==> src/rtl/soc_pio_pkg.sv <==
// Register word addresses and edge-capture mode encodings for the soc PIO block.
package soc_pio_pkg;

    localparam logic [2:0] ADDR_DATA   = 3'd0;
    localparam logic [2:0] ADDR_OUTRB  = 3'd1;
    localparam logic [2:0] ADDR_IRQMSK = 3'd2;
    localparam logic [2:0] ADDR_EDGE   = 3'd3;
    localparam logic [2:0] ADDR_OUTSET = 3'd4;
    localparam logic [2:0] ADDR_OUTCLR = 3'd5;

    typedef enum logic [1:0] {
        EDGE_RISE = 2'd0,
        EDGE_FALL = 2'd1,
        EDGE_ANY  = 2'd2
    } edge_type_e;

endpackage

==> src/rtl/soc_pio_sync_edge.sv <==
// Input synchroniser, one-cycle history and edge detector for the PIO input port.
// Detection stays gated until the pipeline has been refilled after reset.
module soc_pio_sync_edge
    import soc_pio_pkg::*;
#(
    parameter int unsigned DATA_W      = 32,
    parameter int unsigned SYNC_STAGES = 2,
    parameter int unsigned EDGE_TYPE   = 0
) (
    input  logic              clk,
    input  logic              reset_n,
    input  logic [DATA_W-1:0] in_port,
    output logic [DATA_W-1:0] sync_q,
    output logic [DATA_W-1:0] det
);

    localparam edge_type_e MODE    = edge_type_e'(EDGE_TYPE);
    localparam logic [2:0] ARM_MAX = 3'(SYNC_STAGES + 1);

    logic [DATA_W-1:0] chain [SYNC_STAGES];
    logic [DATA_W-1:0] prev;
    logic [DATA_W-1:0] raw;
    logic [2:0]        arm_cnt;

    always_ff @(posedge clk or negedge reset_n) begin
        if (!reset_n) begin
            for (int unsigned i = 0; i < SYNC_STAGES; i++) begin
                chain[i] <= '0;
            end
            prev    <= '0;
            arm_cnt <= '0;
        end else begin
            chain[0] <= in_port;
            for (int unsigned i = 1; i < SYNC_STAGES; i++) begin
                chain[i] <= chain[i-1];
            end
            prev <= sync_q;
            if (arm_cnt != ARM_MAX) begin
                arm_cnt <= arm_cnt + 3'd1;
            end
        end
    end

    assign sync_q = chain[SYNC_STAGES-1];

    always_comb begin
        raw = '0;
        case (MODE)
            EDGE_RISE: raw = sync_q & ~prev;
            EDGE_FALL: raw = ~sync_q & prev;
            default:   raw = sync_q ^ prev;
        endcase
    end

    // Inputs held high through reset must not look like edges while the chain refills.
    assign det = (arm_cnt == ARM_MAX) ? raw : '0;

endmodule

==> src/rtl/soc_pio_gen2.sv <==
// Parametrised Avalon-MM parallel I/O port: output register with set/clear,
// synchronised input sampling, sticky edge capture and masked level interrupt.
module soc_pio_gen2
    import soc_pio_pkg::*;
#(
    parameter int unsigned       DATA_W      = 32,
    parameter logic [DATA_W-1:0] RESET_VALUE = '0,
    parameter int unsigned       SYNC_STAGES = 2,
    parameter int unsigned       EDGE_TYPE   = 0
) (
    input  logic              clk,
    input  logic              reset_n,
    input  logic [2:0]        address,
    input  logic              chipselect,
    input  logic              write_n,
    input  logic              read_n,
    input  logic [31:0]       writedata,
    output logic [31:0]       readdata,
    input  logic [DATA_W-1:0] in_port,
    output logic [DATA_W-1:0] out_port,
    output logic              irq
);

    logic              wr;
    logic              rd;
    logic [DATA_W-1:0] wd;
    logic [DATA_W-1:0] out_reg;
    logic [DATA_W-1:0] irq_mask;
    logic [DATA_W-1:0] edge_cap;
    logic [DATA_W-1:0] clr_mask;
    logic [DATA_W-1:0] sync_q;
    logic [DATA_W-1:0] det;
    logic [31:0]       rd_mux;

    assign wr       = chipselect & ~write_n;
    assign rd       = chipselect & ~read_n;
    assign wd       = writedata[DATA_W-1:0];
    assign clr_mask = (wr && address == ADDR_EDGE) ? wd : '0;
    assign out_port = out_reg;

    soc_pio_sync_edge #(
        .DATA_W      (DATA_W),
        .SYNC_STAGES (SYNC_STAGES),
        .EDGE_TYPE   (EDGE_TYPE)
    ) u_sync_edge (
        .clk     (clk),
        .reset_n (reset_n),
        .in_port (in_port),
        .sync_q  (sync_q),
        .det     (det)
    );

    always_comb begin
        rd_mux = '0;
        case (address)
            ADDR_DATA:   rd_mux[DATA_W-1:0] = sync_q;
            ADDR_OUTRB:  rd_mux[DATA_W-1:0] = out_reg;
            ADDR_IRQMSK: rd_mux[DATA_W-1:0] = irq_mask;
            ADDR_EDGE:   rd_mux[DATA_W-1:0] = edge_cap;
            default:     rd_mux = '0;
        endcase
    end

    always_ff @(posedge clk or negedge reset_n) begin
        if (!reset_n) begin
            out_reg  <= RESET_VALUE;
            irq_mask <= '0;
            edge_cap <= '0;
            readdata <= '0;
            irq      <= 1'b0;
        end else begin
            if (wr) begin
                case (address)
                    ADDR_DATA:   out_reg  <= wd;
                    ADDR_OUTSET: out_reg  <= out_reg | wd;
                    ADDR_OUTCLR: out_reg  <= out_reg & ~wd;
                    ADDR_IRQMSK: irq_mask <= wd;
                    default: ;
                endcase
            end
            // A fresh edge overrides a same-cycle clear of that bit.
            edge_cap <= (edge_cap & ~clr_mask) | det;
            irq      <= |(edge_cap & irq_mask);
            if (rd) begin
                readdata <= rd_mux;
            end
        end
    end

endmodule
==> config.mk <==
export PLATFORM = sky130hd
export DESIGN_NAME = soc_pio_gen2
export DESIGN_NICKNAME = d
export VERILOG_FILES = /design/src/rtl/soc_pio_pkg.sv /design/src/rtl/soc_pio_sync_edge.sv /design/src/rtl/soc_pio_gen2.sv
export SDC_FILE = /design/constraint.sdc
export NUM_CORES = 1
export LEC_CHECK = 0
export CAP_MARGIN = 40
export CORE_MARGIN = 4
export CORE_UTILIZATION = 56
export DETAILED_ROUTE_END_ITERATION = 8
export DONT_BUFFER_PORTS = 1
export HOLD_SLACK_MARGIN = 0.12
export PLACE_DENSITY = 0.74
export SYNTH_ARGS = -nofsm -noshare
export SYNTH_HDL_FRONTEND = slang
export SYNTH_HIERARCHICAL = 1
export SYNTH_SLANG_ARGS = --single-unit
==> constraint.sdc <==
create_clock -name clk -period 1.4 [get_ports clk]
set_input_delay 0.28 -clock clk [delete_from_list [all_inputs] [get_ports clk]]
set_output_delay 0.28 -clock clk [all_outputs]
set_load 0.01 [all_outputs]
==> key figures <==
Logic synthesis
  • Synthesized netlist net count: 781
  • Gate count of the mapped netlist: 706
  • Flops & latches, synth: 228
  • Cell area after synthesis: 9340 sq um
  • Sequential element share of the synthesized area: 61.1%
  • Average cell area after synthesis: 13.2 sq um
  • Warnings from Yosys: 6
  • Synth unique cells: 35

Floorplan
  • Die boundary width: 137 um
  • Die Span Y: 137 um
  • Effective utilization at floorplan: 57.9%
  • Overall die area: 18,800 sq um
  • Std cell rows: 46
  • Floorplan core area: 16,100 sq um
  • Number of top-level design ports: 137

Critical path
  • Classification of the worst setup path: reg2reg
  • Largest stage delay, worst path: 0.41 ns
  • Setup slack of the worst register-to-register path: -0.02 ns
  • Cell family with most CP delay: flip-flops
  • Startpoint types: flip-flop
  • Critical path data required time: 1.79 ns
  • Buffering stage count on the worst path with inverters included: 1
  • Reg-to-Reg Start: u_sync_edge/arm_cnt[1]
  • Biggest fanout along the worst timing path: 11
  • Reg-to-Reg End: edge_cap[29]
  • Number of cell instances on the worst register-to-register path: 5
  • Critical-path top delay cell: sky130_fd_sc_hd__dfrtp_1
  • First element of the critical path: u_sync_edge/arm_cnt[1]
  • Dominant cell type by count on the critical path: sky130_fd_sc_hd__ha_4
  • CP Capture Type: flip-flop
  • Data arrival time at the worst-slack endpoint: 1.81 ns
  • Endpoint of the most critical setup path: edge_cap[29]
  • Critical Path, Cell by Cell: ha_4, ha_4, buf_12, and3b_2, a21o_1
  • Levels on crit path: 5

Timing
  • Final setup violation count: 7
  • Final Max Slew Viols: 0
  • Period minus WS final: 1.42 ns
  • Ratio of final minimum period to clock period: 101%
  • F_max: 704 MHz
  • Fin. Hold Viols: 233
  • Setup repair after global routing missed its margin: true
  • Summed negative setup slack over all endpoints: -0.0882 ns
  • Worst hold slack: -0.534 ns
  • Final setup slack of the worst path: -0.0201 ns
  • Transition time of the tightest slew-check pin: 0.689 ns
  • Tightest slew margin relative to the limit: 54.1%
  • Final Skew: 0.0109 ns

CTS
  • Worst skew pair latency: 0.51 ns
  • Clock tree from TritonCTS: built
  • CTS buffer count: 24
  • Clock H-tree levels: 1
  • Post-CTS Hold Buffers: 72
  • Cell at the root of the clock tree: sky130_fd_sc_hd__clkbuf_16
  • Bufs on Longest Clock Path: 3
  • Clock input transition at the sequential cells of the worst setup and hold paths: 0.07 ns
  • CTS Sinks: 228

GRT
  • Overall Global Routing Usage: 26.7%
  • Antenna violations before repair: 2
  • Global-route wire length before repair: 38,300 um
  • Number of global-route vias before repair: 6,744
  • Sum of overflow across all layers after global routing: 0
  • Largest net degree at the start of global routing: 229

Place
  • Hpwl dp: 15,100 um
  • Number of instances in the placed design: 885
  • IO Port Bufs: 0
  • Worst slack after detailed placement: -0.134 ns
  • Placer's final routability congestion estimate: 0.826

Detailed routing
  • Detailed-router iteration count before antenna repair: 5
  • Routed via count: 6,401
  • Antenna Nets Post-Route: 0
  • Vias per Instance: 6.38
  • Average wire per standard cell: 25.0 um
  • Number of DRC violations after detailed routing: 0
  • Number of DRC violations after detailed-routing iteration 0: 617
  • Aggregate routed wire length: 25,100 um

Min path
  • Class of the worst hold path: in2async

Cells and area
  • Number of standard cells in the layout, taps in and fillers out: 1,004
  • Number of nets in the final layout: 845
  • Syn-to-layout area delta: 20.6%
  • End-of-flow core utilization: 69.9%
  • Fraction of final layout cells sized beyond drive strength 1: 17.1%

Pwr
  • Standby leakage power: 4.91 nW
  • IR Drop Worst-Case VDD: 0.924 mV
  • Pwr per Cell Area: 1450 nW/um^2

Run status
  • Violated checks: negative hold slack, negative setup slack
  • Status: finished, violations left

Run
  • Number of max-cap violations: 0
[flip-flops by register name (all words and copies together) (netlist names), 3 cells and up]
register             cells
edge_cap                32
irq_mask                32
out_port                32
readdata                32
u_sync_edge/chain       32
u_sync_edge/prev        32
u_sync_edge/sync_q      32
u_sync_edge/arm_cnt      3
[metrics by stage]
stage	total power, mW	hold WS [ns]	area (sq um)
after floorplan	9.05	-0.0156	9340
after global placement	9.58	-0.00407	9590
after detailed placement	9.68	-0.00690	9590
after CTS	16.4	-0.547	11200
after global routing	16.9	-0.553	11300
final	16.3	-0.534	11300
[worst min path at each step]
stage | startpoint | to | slack (ns) | depth (start not counted)
floorplan | reset_n | edge_cap[0] | -0.02 | 0
global route | reset_n | u_sync_edge/sync_q[17] | -0.55 | 0
CTS | reset_n | edge_cap[16] | -0.55 | 0
finish | reset_n | irq_mask[19] | -0.53 | 0
global placement | reset_n | readdata[19] | -0.004 | 0
detailed placement | reset_n | u_sync_edge/sync_q[19] | -0.007 | 0
[synth_stat cells (all sizes together)]
master | count | area share, %
a21o | 32 | 2.6
a21oi | 16 | 0.86
a221o | 31 | 3.3
a22o | 17 | 1.6
a22oi | 16 | 1.3
a31oi | 16 | 1.1
a32o | 31 | 3.3
and2 | 1 | 0.067
and2b | 1 | 0.080
and3b | 32 | 3.1
buf | 57 | 4.2
clkbuf | 29 | 1.2
dfrtp | 228 | 61
ha | 3 | 0.40
inv | 2 | 0.080
mux2 | 49 | 5.9
mux2i | 31 | 3.3
mux4 | 1 | 0.24
nand2 | 33 | 1.3
nand2b | 19 | 1.3
nand3 | 48 | 2.6
nand4 | 4 | 0.27
nor2 | 2 | 0.080
nor2b | 2 | 0.13
nor3b | 1 | 0.20
nor4bb | 1 | 0.11
o21ai | 1 | 0.054
or4 | 1 | 0.080
xnor2 | 1 | 0.094
[power by group]
group / leakage (nW) / switching, mW / internal (mW)
registers: 2.65 / 0.826 / 7.30
logic: 1.86 / 0.700 / 1.05
clock network: 0.397 / 2.54 / 3.93
total: 4.91 / 4.06 / 12.3
[cell type report]
class	count	area, sq um
Inverter	2	7.51
Multi-Input combinational cell	390	3200
Sequential cell	228	5710
Clock inverter	5	75.1
Timing Repair Buffer	124	1260
Antenna cell	3	7.51
Tap cell	216	270
Clock buffer	36	727
Fill cell	1063	4860
[worst register-to-register path: cells and delay by family, from the launching register on]
kind                       cells  cell delay, ns
DFF                            1            0.41
adders and majority gates      2            0.37
and+or+nand+nor                1            0.21
buffers and inverters          1            0.16
AOI/OAI and AO/OA              1            0.15
[cell families (layout without fill, tap and decap cells)]
family                   count (synthesis)  count (layout)  synth area share, %
buffers and inverters                   88             167                 5.49
flip-flops                             228             228                 61.1
AO/OA/AOI/OAI                          160             160                 14.1
XOR/XNOR                                 1               1               0.0938
other                                    0               3                    0
multiplexers                            81              81                 9.47
AND/OR/NAND/NOR                        145             145                 9.34
adder cells (fa/ha/maj)                  3               3                0.402
[placed cells by master (no fill, tap or decap), types with 2 or more instances in the layout]
cell type                        Yosys  final
sky130_fd_sc_hd__clkbuf_16           0     26
sky130_fd_sc_hd__clkinv_2            0      3
sky130_fd_sc_hd__dlymetal6s4s_1      0      4
sky130_fd_sc_hd__inv_1               2      2
sky130_fd_sc_hd__and3b_1            21     21
sky130_fd_sc_hd__a31oi_1            16     16
sky130_fd_sc_hd__mux2_1             30     30
sky130_fd_sc_hd__nand4_1             4      4
sky130_fd_sc_hd__a32o_1             31     31
sky130_fd_sc_hd__clkbuf_1           26      5
sky130_fd_sc_hd__a21o_1             32     32
sky130_fd_sc_hd__a22o_1             17     17
sky130_fd_sc_hd__dfrtp_1           228    227
sky130_fd_sc_hd__ha_4                0      2
sky130_fd_sc_hd__a221o_1            31     31
sky130_fd_sc_hd__mux2_2             19     19
sky130_fd_sc_hd__nand2b_1           19     19
sky130_fd_sc_hd__a22oi_1            16      8
sky130_fd_sc_hd__a21oi_1            16     16
sky130_fd_sc_hd__a22oi_2             0      8
sky130_fd_sc_hd__buf_4              36     40
sky130_fd_sc_hd__bufinv_16           0      2
sky130_fd_sc_hd__nand3_1            48     48
sky130_fd_sc_hd__and3b_2            11     11
sky130_fd_sc_hd__diode_2             0      3
sky130_fd_sc_hd__clkbuf_8            0      6
sky130_fd_sc_hd__nand2_1            33     33
sky130_fd_sc_hd__dlygate4sd3_1       0     68
sky130_fd_sc_hd__mux2i_1            31     31
sky130_fd_sc_hd__buf_12              0      9
[routing by layer]
layer | track usage, % | share of wire, % | vias up
met2 | 41.8 | 48 | 282
met4 | 10.8 | 3.5 | 0
met1 | 35.5 | 40 | 3311
li1 | - | - | 2727
met3 | 7.28 | 8.6 | 81
met5 | 0 | 0 | -
[timing repair]
action                                  CTS  global route
endpoints found under the setup margin   32            53
hold endpoints to repair                388           291
gates resized for setup                   8            11
cloned                                    0             2
pin swaps                                 1            10
buffers inserted                          0             1
Note: power is estimated with default switching activity, not from simulation.
